**config.mk**
```make
export PLATFORM = sky130hd
export DESIGN_NAME = scoreboarded_regfile_flat
export DESIGN_NICKNAME = d
export VERILOG_FILES = /design/src/rtl/scoreboarded_regfile_pkg.sv /design/src/rtl/scoreboarded_regfile_if.sv /design/src/rtl/regfile_scoreboard.sv /design/src/rtl/scoreboarded_regfile.sv /design/src/flat_wrapper.sv
export SDC_FILE = /design/constraint.sdc
export NUM_CORES = 2
export LEC_CHECK = 0
export CORE_AREA = 4 4 389 391
export DETAILED_ROUTE_END_ITERATION = 6
export DIE_AREA = 0 0 393 395
export GPL_ROUTABILITY_DRIVEN = 0
export SLEW_MARGIN = 20
export SYNTH_ARGS = -nofsm -noshare
export SYNTH_HDL_FRONTEND = slang
export SYNTH_SLANG_ARGS = --single-unit
```
**constraint.sdc**
```tcl
create_clock -name clk -period 49.5 [get_ports clk]
set_input_delay 9.9 -clock clk [delete_from_list [all_inputs] [get_ports clk]]
set_output_delay 9.9 -clock clk [all_outputs]
set_load 0.02 [all_outputs]
```
**src/rtl/scoreboarded_regfile_pkg.sv**
```systemverilog
// -----------------------------------------------------------------------------
// core_pkg
//   Shared constants and types for the integer register file and its
//   scoreboard.
//     XLEN_DEF   default register data width
//     NREGS_DEF  default number of architectural registers
//     ZERO_REG   hard-wired zero register index
//     rf_addr_t  register address type for the default register count
// -----------------------------------------------------------------------------
package core_pkg;

    localparam int unsigned XLEN_DEF  = 32;
    localparam int unsigned NREGS_DEF = 32;
    localparam int unsigned ZERO_REG  = 0;
    localparam int unsigned AW_DEF    = $clog2(NREGS_DEF);

    typedef logic [AW_DEF-1:0] rf_addr_t;

endpackage

```
**src/rtl/scoreboarded_regfile_if.sv**
```systemverilog
// -----------------------------------------------------------------------------
// scoreboarded_regfile_if
//   Issue / read / write-back bundle of the scoreboarded register file.
//     rd_addr, rd_use      read port addresses and operand-consumed flags
//     rd_data, rd_busy     read data and per-port pending indication
//     iss_valid, iss_rd    issuing instruction and its destination
//     stall                issue must be held this cycle
//     wb_valid, wb_addr,
//     wb_data              write-back port
//     pend_cnt             number of pending registers
//   master: pipeline side, slave: register file side.
// -----------------------------------------------------------------------------
interface scoreboarded_regfile_if #(
    parameter int unsigned XLEN  = 32,
    parameter int unsigned NREGS = 32,
    parameter int unsigned NRD   = 2
);
    localparam int unsigned AW = $clog2(NREGS);

    logic [NRD*AW-1:0]   rd_addr;
    logic [NRD-1:0]      rd_use;
    logic [NRD*XLEN-1:0] rd_data;
    logic [NRD-1:0]      rd_busy;
    logic                iss_valid;
    logic [AW-1:0]       iss_rd;
    logic                stall;
    logic                wb_valid;
    logic [AW-1:0]       wb_addr;
    logic [XLEN-1:0]     wb_data;
    logic [AW:0]         pend_cnt;

    modport master (
        output rd_addr, rd_use, iss_valid, iss_rd, wb_valid, wb_addr, wb_data,
        input  rd_data, rd_busy, stall, pend_cnt
    );

    modport slave (
        input  rd_addr, rd_use, iss_valid, iss_rd, wb_valid, wb_addr, wb_data,
        output rd_data, rd_busy, stall, pend_cnt
    );

endinterface

```
**src/rtl/regfile_scoreboard.sv**
```systemverilog
// -----------------------------------------------------------------------------
// regfile_scoreboard
//   Pending-write scoreboard for the register file.
//     clk, rst             clock, asynchronous active-high reset
//     rd_addr, rd_use      read port addresses and operand-consumed flags
//     iss_valid, iss_rd    issuing instruction and destination
//     wb_valid, wb_addr    write-back clearing a pending bit
//     rd_busy              per-port pending after same-cycle write-back clear
//     stall                RAW on a consumed operand or WAW on the destination
//     pend_cnt             registered popcount of the scoreboard
// -----------------------------------------------------------------------------
module regfile_scoreboard
    import core_pkg::*;
#(
    parameter int unsigned NREGS = NREGS_DEF,
    parameter int unsigned NRD   = 2,
    parameter int unsigned AW    = $clog2(NREGS)
) (
    input  logic              clk,
    input  logic              rst,
    input  logic [NRD*AW-1:0] rd_addr,
    input  logic [NRD-1:0]    rd_use,
    input  logic              iss_valid,
    input  logic [AW-1:0]     iss_rd,
    input  logic              wb_valid,
    input  logic [AW-1:0]     wb_addr,
    output logic [NRD-1:0]    rd_busy,
    output logic              stall,
    output logic [AW:0]       pend_cnt
);

    localparam logic [AW-1:0] ZERO_A = AW'(ZERO_REG);

    logic [NREGS-1:0] sb;
    logic [NREGS-1:0] sb_eff;
    logic [NREGS-1:0] sb_next;
    logic             set_ok;
    logic             clr_hit;

    // Scoreboard as seen after this cycle's write-back has retired.
    always_comb begin
        sb_eff = sb;
        if (wb_valid) begin
            sb_eff[wb_addr] = 1'b0;
        end
    end

    // sb[0] is never set, so indexing sb_eff equals the sb & ~wb-match form.
    always_comb begin
        rd_busy = '0;
        for (int unsigned k = 0; k < NRD; k++) begin
            rd_busy[k] = sb_eff[rd_addr[k*AW +: AW]];
        end
    end

    assign stall   = (|(rd_busy & rd_use)) | (iss_valid & sb_eff[iss_rd]);
    assign set_ok  = iss_valid & ~stall & (iss_rd != ZERO_A);
    assign clr_hit = wb_valid & sb[wb_addr];

    // An accepted set always targets a bit that is clear in sb_eff, so the
    // counter's +1/-1 terms are exactly set_ok and clr_hit; a same-register
    // clear-and-set nets to zero while the bit stays 1.
    always_comb begin
        sb_next = sb_eff;
        if (set_ok) begin
            sb_next[iss_rd] = 1'b1;
        end
    end

    always_ff @(posedge clk or posedge rst) begin
        if (rst) begin
            sb       <= '0;
            pend_cnt <= '0;
        end else begin
            sb       <= sb_next;
            pend_cnt <= pend_cnt + {{AW{1'b0}}, set_ok} - {{AW{1'b0}}, clr_hit};
        end
    end

endmodule

```
**src/rtl/scoreboarded_regfile.sv**
```systemverilog
// -----------------------------------------------------------------------------
// scoreboarded_regfile
//   Integer register file with NRD combinational read ports, one write-back
//   port with write-to-read bypass, and a pending-write scoreboard that
//   raises stall on RAW/WAW hazards against in-flight producers.
//     clk   core clock, all state updates on the rising edge
//     rst   asynchronous active-high reset, clears array and scoreboard
//     bus   scoreboarded_regfile_if slave: read, issue, write-back, status
// -----------------------------------------------------------------------------
module scoreboarded_regfile
    import core_pkg::*;
#(
    parameter int unsigned XLEN  = XLEN_DEF,
    parameter int unsigned NREGS = NREGS_DEF,
    parameter int unsigned NRD   = 2
) (
    input  logic                   clk,
    input  logic                   rst,
    scoreboarded_regfile_if.slave  bus
);

    localparam int unsigned   AW     = $clog2(NREGS);
    localparam logic [AW-1:0] ZERO_A = AW'(ZERO_REG);

    logic [XLEN-1:0]     regs [NREGS];
    logic [NRD*XLEN-1:0] rd_data_c;
    logic [NRD-1:0]      rd_busy_c;
    logic                stall_c;
    logic [AW:0]         pend_cnt_c;

    // Register 0 is never written, so it keeps its reset value of zero.
    always_ff @(posedge clk or posedge rst) begin
        if (rst) begin
            for (int unsigned i = 0; i < NREGS; i++) begin
                regs[i] <= '0;
            end
        end else if (bus.wb_valid && (bus.wb_addr != ZERO_A)) begin
            regs[bus.wb_addr] <= bus.wb_data;
        end
    end

    always_comb begin
        rd_data_c = '0;
        for (int unsigned k = 0; k < NRD; k++) begin
            if (bus.wb_valid
                && (bus.wb_addr == bus.rd_addr[k*AW +: AW])
                && (bus.rd_addr[k*AW +: AW] != ZERO_A)) begin
                rd_data_c[k*XLEN +: XLEN] = bus.wb_data;
            end else begin
                rd_data_c[k*XLEN +: XLEN] = regs[bus.rd_addr[k*AW +: AW]];
            end
        end
    end

    regfile_scoreboard #(
        .NREGS (NREGS),
        .NRD   (NRD),
        .AW    (AW)
    ) u_sb (
        .clk       (clk),
        .rst       (rst),
        .rd_addr   (bus.rd_addr),
        .rd_use    (bus.rd_use),
        .iss_valid (bus.iss_valid),
        .iss_rd    (bus.iss_rd),
        .wb_valid  (bus.wb_valid),
        .wb_addr   (bus.wb_addr),
        .rd_busy   (rd_busy_c),
        .stall     (stall_c),
        .pend_cnt  (pend_cnt_c)
    );

    assign bus.rd_data  = rd_data_c;
    assign bus.rd_busy  = rd_busy_c;
    assign bus.stall    = stall_c;
    assign bus.pend_cnt = pend_cnt_c;

endmodule

```
**src/flat_wrapper.sv**
```systemverilog
// flat-port wrapper written by rule: the top's interface ports become plain ports
module scoreboarded_regfile_flat import core_pkg::*;
#(
    parameter int unsigned XLEN  = XLEN_DEF,
    parameter int unsigned NREGS = NREGS_DEF,
    parameter int unsigned NRD   = 2
)
  (clk, rst, bus_rd_addr, bus_rd_use, bus_iss_valid, bus_iss_rd, bus_wb_valid, bus_wb_addr, bus_wb_data, bus_rd_data, bus_rd_busy, bus_stall, bus_pend_cnt);
  scoreboarded_regfile_if #(.XLEN(XLEN), .NREGS(NREGS), .NRD(NRD)) bus_i ();
  input  logic clk;
  input  logic rst;
  input wire logic [$bits(bus_i.rd_addr)-1:0] bus_rd_addr;
  input wire logic [$bits(bus_i.rd_use)-1:0] bus_rd_use;
  input wire logic [$bits(bus_i.iss_valid)-1:0] bus_iss_valid;
  input wire logic [$bits(bus_i.iss_rd)-1:0] bus_iss_rd;
  input wire logic [$bits(bus_i.wb_valid)-1:0] bus_wb_valid;
  input wire logic [$bits(bus_i.wb_addr)-1:0] bus_wb_addr;
  input wire logic [$bits(bus_i.wb_data)-1:0] bus_wb_data;
  output wire logic [$bits(bus_i.rd_data)-1:0] bus_rd_data;
  output wire logic [$bits(bus_i.rd_busy)-1:0] bus_rd_busy;
  output wire logic [$bits(bus_i.stall)-1:0] bus_stall;
  output wire logic [$bits(bus_i.pend_cnt)-1:0] bus_pend_cnt;
  assign bus_i.rd_addr = bus_rd_addr;
  assign bus_i.rd_use = bus_rd_use;
  assign bus_i.iss_valid = bus_iss_valid;
  assign bus_i.iss_rd = bus_iss_rd;
  assign bus_i.wb_valid = bus_wb_valid;
  assign bus_i.wb_addr = bus_wb_addr;
  assign bus_i.wb_data = bus_wb_data;
  assign bus_rd_data = bus_i.rd_data;
  assign bus_rd_busy = bus_i.rd_busy;
  assign bus_stall = bus_i.stall;
  assign bus_pend_cnt = bus_i.pend_cnt;
  scoreboarded_regfile #(.XLEN(XLEN), .NREGS(NREGS), .NRD(NRD)) u_core (.clk(clk), .rst(rst), .bus(bus_i));
endmodule
```
# After elaboration in Yosys (flattened, before gate mapping)
# Index checks and enable logic that the tools add are counted.
[classes]
n_addsub = 2
n_eq_ne = 2
n_lt_le_gt_ge = 10
reduce_logical = 13
n_bitwise = 13
mux = 25
[op_table]
columns = ["cell", "n"]
rows = [
  ["$bwmux 1024", 1],
  ["$bmux 32 s5", 2],
  ["$mux 32", 9],
  ["$demux 32 s5", 1],
  ["$and 32x32->32", 1],
  ["$not 32->32", 1],
  ["$or 32x32->32", 1],
  ["$lt 5x6->1 const B", 4],
  ["$bmux 1 s5", 4],
  ["$reduce_bool 5->1", 4],
  ["$ge 6x6->1 const B", 3],
  ["$not 5->6", 3],
  ["$demux 1 s5", 2],
  ["$eq 5x5->1", 2],
  ["$ge 5x1->1 const B", 2],
  ["$logic_and 1x1->1", 8],
  ["$add 6x1->6", 1],
  ["$lt 6x1->1 const B", 1],
  ["$mux 1", 6],
  ["$sub 6x1->6", 1],
  ["$and 1x1->1", 4],
  ["$and 2x2->2", 1],
  ["$reduce_or 2->1", 1],
  ["$not 1->1", 1],
  ["$or 1x1->1", 1],
]
[word_totals]
out_inout_bits = 73
inputBits = 58
ff_bits = 1062

# Depth between registers and ports, before layout
[depth]
ltp_word = 17
ltp_mapped = 17
depth_no_buf = 15

# By module
# A second synthesis with hierarchy kept.
[hier_totals]
hier_cells = 3838
hier_area_um2 = 57143.6
[by_module_without_submodules]
columns = ["module", "cells_each", "area_each_um2", "n_inst"]
rows = [
  ["scoreboarded_regfile", 3451, 53746.5, 1],
  ["regfile_scoreboard", 387, 3397.0, 1],
]

# Least setup slack after synthesis
# Ideal clock, no wire load.
[synth_timing]
kind = "input-to-output"
start = "input bus_rd_addr[0]"
end = "output bus_rd_data[10]"
path_buffers = 4
slack_ps = 27222
cell_stages = 8
arrival_time_ps = 12378
cell_sequence = "clkbuf_1 > buf_2 > clkbuf_1 > buf_1 > mux4_2 > mux4_2 > mux2i_1 > a21oi_1"
[synth_between]
elab_chain_len = 5
[synth_rtl]
columns = ["element", "line_no", "text"]
rows = [
  ["from (decl)", "flat_wrapper.sv:12", "input wire logic [$bits(bus_i.rd_addr)-1:0] bus_rd_addr;"],
  ["$not 5->6 (implied by the code)", "scoreboarded_regfile.sv:50", "rd_data_c[k*XLEN +: XLEN] = regs[bus.rd_addr[k*AW +: AW]];"],
  ["$bmux 32 s5", "scoreboarded_regfile.sv:50", ""],
  ["$mux 32 (implied by the code) (2 in a row)", "scoreboarded_regfile.sv:50", ""],
  ["$mux 32 *", "scoreboarded_regfile.sv:45", "if (bus.wb_valid"],
  ["to (decl)", "flat_wrapper.sv:19", "output wire logic [$bits(bus_i.rd_data)-1:0] bus_rd_data;"],
]
# Every way passes the cells marked *; elsewhere a longest branch is shown, timed or not. The select of a mux whose other input is x is not followed.

# Final worst setup path
[layout_timing]
start = "input bus_rd_addr[5]"
end = "output bus_rd_data[33]"
# The elaborated chain is that of the path after synthesis.

==> results by group <==
Setup path
  – Reg2reg path depth: 15
  – Number of buffers and inverters on the critical path: 5
  – CP cell instances: buf_8 > buf_4 > buf_4 > buf_4 > mux4_2 > mux4_2 > mux2i_1 > a21oi_1 > clkdlybuf4s50_1
  – WP data required: 39.60 ns
  – Worst Path Arrival: about 15 ns
  – R2R Path Start: u_core.u_sb.sb[11]
  – Startpoint Class: input pin
  – Most used cell, CP: buf_4
  – Flop-to-flop setup slack: 45.28 ns
  – Crit. End Element: primary output
  – CP max-delay cell: buf_4
  – Largest stage delay on the critical path: around 0.84 ns
  – Crit path kind: in -> out
  – Cell family with most CP delay: buffers and inverters
  – Worst Path Max Fanout: 73
  – Critical R2R Capture: u_core.u_sb.pend_cnt[4]

Route
  – DRC: 0
  – Avg Vias per Cell: 6.16
  – Total wire length: 175,000 um
  – Avg WL per Cell: roughly 31 um
  – Detail Route Antenna Nets: 0
  – TritonRoute pass-1 iters: 5
  – Vias: 34,900
  – DRT iter0 DRCs: a little under 3,000

Die
  – Die Ht: just under 400 um
  – Core ar.: around 150,000 sq um
  – Row Count: 141
  – Die area: roughly 160,000 sq um
  – Io pins: 131
  – Initial cell density of the core: just under 40%
  – Die Width: 393 um

Clock tree
  – CTS tree: yes
  – TritonCTS buffer count: 117
  – Post-CTS Setup Bufs: 0
  – Clk sink count: around 1,100
  – CTS H-tree lvls: 3
  – Cts repair resizes: 0
  – Root buffer cell: clkbuf_16
  – CTS Hold Bufs: 0
  – Maximum clock path buffer count: 3
  – Clk Latency, worst-skew pair: 0.71 ns
  – CTS clock-pin slew for the worst setup and hold paths: around 0.060 ns

STA
  – Minimum clock period: ~25 ns
  – Fin crit share: between 50% and 60%
  – Slew at the pin closest to its max-slew limit: 1.12 ns
  – RSZ-0062 raised after global routing: false
  – Hold Fails Final Rpt: 0
  – Slew Limit Fails: 0
  – WHS: approximately 0.40 ns
  – Clock skew: roughly 0.012 ns
  – Final setup fails: 0
  – Fmax: 39.7 MHz
  – Post-route setup TNS: 0 ns
  – Worst rel slew slack: 25.4%

Global routing
  – Grt met2 use: ~38%
  – Met1 Use GR: 30.5%
  – Antenna violations before repair: 3
  – Overflow left after global routing: 0
  – Met3 Track Usage GR: between 3 and 4%
  – GR Util All Layers: between 20% and 30%
  – Most Used Layer, Global Route: met2
  – First-pass GRT wire length: ~260,000 um
  – Number of global-route vias before repair: approximately 37,000
  – Largest net degree at the start of global routing: between 150 and 200

Yosys
  – EDFF count, synth: 0
  – Syn. warnings: 0
  – Mapped Cells: between 3,000 and 4,000
  – Avg Cell Area, Syn: ~15 sq um
  – Synth Cell Area: 57,500 sq um
  – Async S/R FF share, synth: 100%
  – Flops & latches, synth: approximately 1,100
  – Main synth FF type: dfrtp_1
  – Synthesized Nets: 3,808
  – Yosys cell types: 64
  – Sequential area share after synthesis: between 40% and 50%

Cells and area
  – Area of all placed cells without fillers: approximately 65,000 sq um
  – Final core utilization: between 40% and 50%
  – Synth-to-Final Area Change: 12.2%
  – Layout cells sized above 1: between 50% and 60%
  – Commonest non-fill, non-tap cell in the layout: dfrtp_1
  – NumNets Final: around 3,700
  – Most frequent cells in the layout: dfrtp_1 (1,062), mux2_2 (966), mux4_2 (653), nand2_1 (142), clkbuf_16 (119)

Worst hold path
  – Hold Path Class: reg -> reg
  – Hold path startpoint: u_core.regs[1003]
  – Worst Hold Depth: 0
  – Hold endpoint: u_core.regs[1003]

Placed design
  – Post-detail-place hpwl: around 90,000 um
  – Port Buffer Count: 130
  – Dpl cell area: about 60,000 sq um

Pwr
  – Cell Pwr Density: roughly 42 nW/um^2
  – Maximum vdd drop: ~30 uV
  – LEAKAGE: roughly 27 nW

Run status
  – Status: finished, final reports clean

Flow run
  – Max-cap viol count: 0
==> synth_stat cells (24+ instances only) <==
cell      number  area (sq um)
nand3_1       24           120
a21oi_1       72           360
o31ai_1       31           233
mux2_2       966         10900
clkbuf_1     321          1200
nor2_1        94           353
buf_1         94           353
mux2i_1       68           681
o21ai_0       31           155
mux4_2       653         14700
nand2_1      148           556
dfrtp_1     1062         26600
==> power by group <==
group	internal [mW]	total, mW	switching, mW
combinational	0.367	0.614	0.247
clock	0.542	0.921	0.379
sequential	1.04	1.16	0.119
total	1.95	2.69	0.744
==> how the worst max path moves through the flow <==
stage / from / to / depth (start not counted)
3_3_place_gp: bus_rd_addr[5] / bus_rd_data[33] / 9
2_1_floorplan: rst / u_core.regs[0] / 1
6_report: bus_rd_addr[5] / bus_rd_data[33] / 9
4_1_cts: bus_rd_addr[5] / bus_rd_data[33] / 9
3_5_place_dp: bus_rd_addr[5] / bus_rd_data[33] / 9
5_1_grt: bus_rd_addr[5] / bus_rd_data[47] / 9
==> through the flow <==
stage | total power [mW] | setup WS [ns] | instances
global placement | 1.77 | 24.12 | 5447
detailed placement | 1.79 | 24.15 | 5448
floorplan | 1.60 | 9.71 | 3743
CTS | 2.71 | 24.15 | 5667
finish | 2.69 | 24.31 | 5669
global route | 2.81 | 23.86 | 5667
==> layout make-up <==
type | count | area, sq um
Antenna cell | 2 | 5.00
Clock buffer | 162 | 3390
Clock inverter | 57 | 703
Fill cell | 13100 | 83000
Inverter | 16 | 73.8
Multi-Input combinational cell | 2235 | 29500
Sequential cell | 1062 | 26600
Tap cell | 1930 | 2410
Timing Repair Buffer | 205 | 1900
==> metal layers <==
layer  part of all wire, %  routed length (um)  vias up
li1                      -                   -    14300
met1                    42               73400    19200
met2                    50               86500     1111
met3                   5.5                9550      274
met4                   2.9                5090        0
met5                     0                   0        -
==> logic make-up after synthesis <==
kind of cell / Yosys count / synth area share, %
AOI/OAI and AO/OA: 186 / 2.06
xor gates and xnor gates: 13 / 0.198
adders and majority gates: 7 / 0.165
buffers and inverters: 446 / 2.94
DFF: 1062 / 46.2
muxes: 1687 / 45.7
and+or+nand+nor: 342 / 2.73
==> sequential cells by signal (all words and copies together) (netlist names) <==
register and count:
u_core.regs 1024, u_core.u_sb.pend_cnt 6, u_core.u_sb.sb 32
Note: power is estimated with default switching activity, not from simulation.
